### config.mk
export PLATFORM = sky130hd
export DESIGN_NAME = seq_divider
export DESIGN_NICKNAME = d
export VERILOG_FILES = /design/src/rtl/seq_divider.sv
export SDC_FILE = /design/constraint.sdc
export NUM_CORES = 1
export LEC_CHECK = 0
export CAP_MARGIN = 30
export CORE_ASPECT_RATIO = 1.2
export CORE_MARGIN = 2
export CORE_UTILIZATION = 52
export DETAILED_ROUTE_END_ITERATION = 10
export GPL_TIMING_DRIVEN = 0
export PLACE_DENSITY = 0.8
export SYNTH_ARGS = -nofsm -noshare
export SYNTH_HDL_FRONTEND = slang
export SYNTH_SLANG_ARGS = --single-unit
export TNS_END_PERCENT = 50
### constraint.sdc
create_clock -name clk -period 3.2 [get_ports clk]
set_input_delay 0.8 -clock clk [delete_from_list [all_inputs] [get_ports clk]]
set_output_delay 0.8 -clock clk [all_outputs]
set_load 0.005 [all_outputs]
### src/rtl/seq_divider.sv
`default_nettype none
// ============================================================================
//  Module   : seq_divider
//  Purpose  : Iterative restoring divider for the DIV/DIVU path. Retires one
//             quotient bit per clock; quotient goes to LO, remainder to HI.
//             Optional macro DIV_ZERO_FAST_EN: a divide-by-zero skips the
//             iteration phase and completes two cycles after acceptance.
//  Revision : 1.0  initial release
// ============================================================================
module seq_divider #(
   parameter int WIDTH = 32
) (
   input  logic             clk,
   input  logic             rst,
   input  logic             start,
   input  logic             is_signed,
   input  logic [WIDTH-1:0] a,
   input  logic [WIDTH-1:0] b,
   output logic             busy,
   output logic             done,
   output logic [WIDTH-1:0] quotient,
   output logic [WIDTH-1:0] remainder,
   output logic             div_by_zero
);

   localparam int c_cnt_w = $clog2(WIDTH + 1);

   typedef enum logic [1:0] {
      S_IDLE = 2'd0,
      S_RUN  = 2'd1,
      S_FIX  = 2'd2
   } state_t;

   state_t             r_state;
   state_t             w_next;

   logic [WIDTH-1:0]   r_rem;        // partial remainder
   logic [WIDTH-1:0]   r_dvd;        // dividend magnitude, becomes quotient
   logic [WIDTH-1:0]   r_bmag;       // divisor magnitude
   logic [WIDTH-1:0]   r_araw;       // original dividend bits for div-by-zero
   logic               r_bzero;
   logic               r_qneg;
   logic               r_rneg;
   logic [c_cnt_w-1:0] r_cnt;
   logic               r_busy;
   logic               r_done;
   logic [WIDTH-1:0]   r_quotient;
   logic [WIDTH-1:0]   r_remainder;
   logic               r_dbz;

   logic               w_a_neg;
   logic               w_b_neg;
   logic [WIDTH-1:0]   w_a_mag;
   logic [WIDTH-1:0]   w_b_mag;
   logic [WIDTH:0]     w_shift;
   logic [WIDTH:0]     w_trial;
   logic               w_ge;

   // Operand magnitudes; the most negative value maps to itself as unsigned.
   assign w_a_neg = is_signed & a[WIDTH-1];
   assign w_b_neg = is_signed & b[WIDTH-1];
   assign w_a_mag = w_a_neg ? -a : a;
   assign w_b_mag = w_b_neg ? -b : b;

   // One restoring step: shift in the next dividend bit, then trial-subtract.
   // The trial result's top bit doubles as the borrow (negative) indicator.
   assign w_shift = {r_rem, r_dvd[WIDTH-1]};
   assign w_trial = w_shift - {1'b0, r_bmag};
   assign w_ge    = ~w_trial[WIDTH];

   // State register.
   always_ff @(posedge clk) begin
      if (rst) r_state <= S_IDLE;
      else     r_state <= w_next;
   end

   // Next-state logic.
   always_comb begin
      w_next = r_state;
      case (r_state)
         S_IDLE: begin
            if (start) begin
`ifdef DIV_ZERO_FAST_EN
               w_next = (b == '0) ? S_FIX : S_RUN;
`else
               w_next = S_RUN;
`endif
            end
         end
         S_RUN:   if (r_cnt == c_cnt_w'(1)) w_next = S_FIX;
         S_FIX:   w_next = S_IDLE;
         default: w_next = S_IDLE;
      endcase
   end

   // Datapath: operand capture, iteration, sign fix-up and result hold.
   always_ff @(posedge clk) begin
      if (rst) begin
         r_rem       <= '0;
         r_dvd       <= '0;
         r_bmag      <= '0;
         r_araw      <= '0;
         r_bzero     <= 1'b0;
         r_qneg      <= 1'b0;
         r_rneg      <= 1'b0;
         r_cnt       <= '0;
         r_busy      <= 1'b0;
         r_done      <= 1'b0;
         r_quotient  <= '0;
         r_remainder <= '0;
         r_dbz       <= 1'b0;
      end else begin
         r_done <= 1'b0;
         case (r_state)
            S_IDLE: begin
               if (start) begin
                  r_dvd   <= w_a_mag;
                  r_bmag  <= w_b_mag;
                  r_araw  <= a;
                  r_bzero <= (b == '0);
                  r_qneg  <= w_a_neg ^ w_b_neg;
                  r_rneg  <= w_a_neg;
                  r_rem   <= '0;
                  r_cnt   <= c_cnt_w'(WIDTH);
                  r_busy  <= 1'b1;
               end
            end
            S_RUN: begin
               r_rem <= w_ge ? w_trial[WIDTH-1:0] : w_shift[WIDTH-1:0];
               r_dvd <= {r_dvd[WIDTH-2:0], w_ge};
               r_cnt <= r_cnt - c_cnt_w'(1);
            end
            S_FIX: begin
               if (r_bzero) begin
                  r_quotient  <= '1;
                  r_remainder <= r_araw;
                  r_dbz       <= 1'b1;
               end else begin
                  r_quotient  <= r_qneg ? -r_dvd : r_dvd;
                  r_remainder <= r_rneg ? -r_rem : r_rem;
                  r_dbz       <= 1'b0;
               end
               r_done <= 1'b1;
               r_busy <= 1'b0;
            end
            default: ;
         endcase
      end
   end

   assign busy        = r_busy;
   assign done        = r_done;
   assign quotient    = r_quotient;
   assign remainder   = r_remainder;
   assign div_by_zero = r_dbz;

endmodule
`default_nettype wire

==> results <==
- The launch point of the worst hold path is remainder[29]$_SDFFE_PP0P_.
- The first-pass GRT wire length is 59900 um.
- The HPWL reported at the end of detailed placement is 29200 um.
- The power density normalized to cell area is 561 nW/um^2.
- The worst setup path is launched from a flop.
- The leakage component of the power is 5.42 nW.
- The via count of the first global-routing pass is 11857.
- The leading register cell type out of synthesis is dfxtp_1.
- The TritonCTS buffer count is 22.
- The average instance in the mapped netlist occupies 7.56 um^2.
- STA classifies the critical path endpoint as a flop.
- The largest net degree at the start of global routing is 15.
- The cell area that synthesis handed to floorplanning was 12100 um^2.
- The number of iterations in the first detailed-routing pass is 6.
- The clock transition time at the flip-flop clock pins of the worst setup and hold paths is 0.06 ns.
- Setup violations remaining at the end of the flow were counted as 0.
- The setup slack of the worst register-to-register path is 0.02 ns.
- For this run, design rule violations remaining after detail routing come to 0.
- 0 antenna diodes ended up in the layout.
- The final critical-path share of the clock period is 0.993.
- Compared with the post-synthesis result, the final layout area differs by 23.7%.
- The flow ran to the end, and the final reports show no timing, DRC or antenna violations.
- The arrival time of data at the critical path endpoint is 3.62 ns.
- In this run the deepest clock path goes through 3 buffers.
- The die is 171 um tall.
- The launch point of the worst path is r_rem[0]$_SDFFE_PP0P_.
- The I/O pin count is 135.
- The clock tree from TritonCTS is built.
- The final layout net count is 1870.
- Counting cells, the worst reg-to-reg path comes to 11.
- The count of yosys warnings during synthesis is 0.
- The final hold violation count is 0.
- In this run, synthesis produced a sequential element count of 206.
- The die is 143 um wide.
- Dividing the detail-routed wire length by the instance count gives 18.4 um.
- The minimum clock period is 3.18 ns.
- The signal on the critical path passes through inv_1, ha_1, or3b_2, or4_4, nand3b_4, or3_1, o31ai_1, xor2_1, o21ai_1, nand2_1, a21oi_1.
- The total number of vias is 12402.
- The category of the critical setup timing path is flop to flop.
- The cell type of the slowest stage on the worst timing path is or4_4.
- The remaining global-route overflow is 0.
- For this run, the register share of the synthesized area comes to 0.342.
- The placeable core region is 23000 um^2.
- The final weighted congestion in routability-driven placement is 0.931.
- The number of hold buffers added after CTS is 0.
- The cell area after placement is 13800 um^2.
- The post-route antenna net violation count is 0.
- The source of the worst register-to-register timing path is r_rem[0]$_SDFFE_PP0P_.
- Using the TritonRoute via totals, the vias-per-cell ratio works out to 5.92.
- At the later pin of the worst-skew pair, clock insertion delay measures 0.52 ns.
- Timing would allow up to 315 MHz.
- The path category of the worst min-delay check is flop to flop.
- The clock tree root buffer cell is clkbuf_16.
- Across the run, the number of max-cap violations was 0.
- In the global route stage, overall resource usage came out at 0.308.
- Counting flops with a built-in enable in the synthesized netlist gives 0.
- VDD sags by at most 0.000396 V.
- The fraction of final layout cells with drive strength greater than 1 is 0.0652.
- The top fanout value on the critical path is 6.
- The total length of routed wires is 38500 um.
- Between clock sinks in the finished design, the worst skew comes to 0.0121 ns.
- The worst hold path passes through 2 cells.
- After routing the design area is 14900 um^2.
- After the first detailed-routing iteration, the DRC count stood at 819.
- The number of levels the H-tree was split into is 1.
- The distinct cell type count after synthesis is 65.
- The worst slew slack as a fraction of its limit is 0.274.
- The synthesized net count is 1702.
- The initial utilization of the core area, before any placement, comes to 0.525.
- In this design, the stage delay of the slowest critical-path cell is 0.54 ns.
- The instance count of the mapped netlist is 1595.
- The count of pins over their slew limit is 0.
- The die covers 24400 um^2.
- For this design, the sink count on the clock tree is 206.
- The endpoint identified for the worst register-to-register timing path is remainder[28]$_SDFFE_PP0P_.
- Overall power consumption after layout is estimated at 8.38 mW.
- Counting flops with an async set or reset pin after synthesis yields a share of 0.
- The required time of the critical path is 3.64 ns.
- The initial antenna violation count was 0.
- The floorplan has 61 rows.
- For the pin with the worst max-slew slack, the measured transition is 1.09 ns.
- Setup repair after global routing could not meet its margin everywhere.
- The port buffer count is 134.
- For hold timing, the worst endpoint is remainder[29]$_SDFFE_PP0P_.
[placed cells by master, fill, tap and decap left out, types with 8 or more instances in the layout]
cell / synthesis / layout
nand2_1: 285 / 284
dfxtp_1: 206 / 197
a21oi_1: 164 / 157
clkdlybuf4s50_1: 0 / 132
o21ai_0: 127 / 125
nor2_1: 122 / 120
clkbuf_1: 81 / 80
xnor2_1: 70 / 70
xor2_1: 66 / 66
inv_1: 57 / 56
ha_1: 38 / 32
mux2i_1: 32 / 31
nor3_1: 30 / 30
a22oi_1: 28 / 28
a211oi_1: 27 / 26
or3_1: 25 / 25
o22ai_1: 24 / 24
clkbuf_16: 0 / 23
o31ai_1: 21 / 21
or4_1: 15 / 15
nand3_1: 14 / 14
buf_4: 3 / 12
buf_1: 11 / 11
o41ai_1: 10 / 10
nand2b_1: 11 / 10
a311oi_1: 9 / 9
a21o_1: 8 / 8
and3_1: 8 / 8
[per-stage QoR]
stage	setup TNS [ns]	std cells	hold slack, ns	util	setup slack, ns
floorplan	0	1595	0.432	-	0.0554
global placement	-35.48	2044	0.444	0.601	-0.920
detailed placement	-39.35	2044	0.449	0.601	-1.00
CTS	-0.000589	2086	0.458	0.642	-0.000589
global route	-0.365	2094	0.469	0.649	-0.0981
finish	0	2094	0.454	0.649	0.0218
[routing by layer]
metal / global-route usage / part of all wire / vias up
li1: - / - / 5940
met1: 0.345 / 0.38 / 5782
met2: 0.564 / 0.50 / 537
met3: 0.0378 / 0.062 / 143
met4: 0.164 / 0.057 / 0
met5: 0 / 0 / -
[area by class of cell]
class | count | area [um^2]
Clock inverter | 10 | 133
Inverter | 57 | 214
Clock buffer | 30 | 652
Timing Repair Buffer | 146 | 1430
Fill cell | 1996 | 8050
Buffer | 94 | 397
Multi-Input combinational cell | 1236 | 7560
Tap cell | 315 | 394
Sequential cell | 206 | 4140
[state kept, by name, indices dropped and copies added, names as in the netlist, 2 cells and up]
name and cells:
quotient 32, r_araw 32, r_rem 32, r_cnt 6, remainder 32, r_bmag 32, r_state 2, r_dvd 32
[report_power, final]
| part | switching (mW) | internal [mW] | leakage [nW] |
|---|---|---|---|
| Sequential | 0.198 | 2.73 | 1.68 |
| Combinational | 1.53 | 1.16 | 3.36 |
| Clock | 1.09 | 1.67 | 0.380 |
| Total | 2.82 | 5.55 | 5.42 |
[synth_stat cells, types with 30 or more instances]
master / number / area, um^2
mux2i_1: 32 / 320
nor3_1: 30 / 150
nor2_1: 122 / 458
ha_1: 38 / 475
a21oi_1: 164 / 821
xor2_1: 66 / 578
o21ai_0: 127 / 636
inv_1: 57 / 214
clkbuf_1: 81 / 304
dfxtp_1: 206 / 4120
nand2_1: 285 / 1070
xnor2_1: 70 / 613
[cell families (layout without fill, tap and decap cells)]
group                      Yosys count  after routing  share of synthesized area
AOI/OAI and AO/OA                  466            466                      0.231
and+or+nand+nor                    562            562                      0.211
xor gates and xnor gates           136            136                     0.0987
DFF                                206            206                      0.342
buffers and inverters              153            337                     0.0486
adders and majority gates           39             39                     0.0411
muxes                               33             33                     0.0275
[how the worst max path moves through the flow]
stage | endpoint | slack (ns) | cells past startpoint
floorplan | r_bmag[28]$_SDFFE_PP0P_ | 0.06 | 11
global placement | r_bmag[30]$_SDFFE_PP0P_ | -0.92 | 12
detailed placement | r_bmag[30]$_SDFFE_PP0P_ | -1.0 | 12
CTS | r_bmag[30]$_SDFFE_PP0P_ | -0.0006 | 12
global route | remainder[28]$_SDFFE_PP0P_ | -0.1 | 11
finish | remainder[28]$_SDFFE_PP0P_ | 0.02 | 11
[critical path, delay by kind of cell, from the launching register on]
family	cells	cell delay [ns]
AO/OA/AOI/OAI	3	0.57
XOR/XNOR	1	0.10
adder cells (fa/ha/maj)	1	0.19
buffers and inverters	1	0.14
flip-flops	1	0.35
AND/OR/NAND/NOR	5	1.74
[what timing repair did]
action / CTS / global route
cloned: 0 / 0
gates resized for setup: 38 / 26
pin swaps: 8 / 9
endpoints found under the setup margin: 47 / 57
hold endpoints to repair: 0 / 0
buffers inserted: 4 / 8
Note: power is estimated with default switching activity, not from simulation.
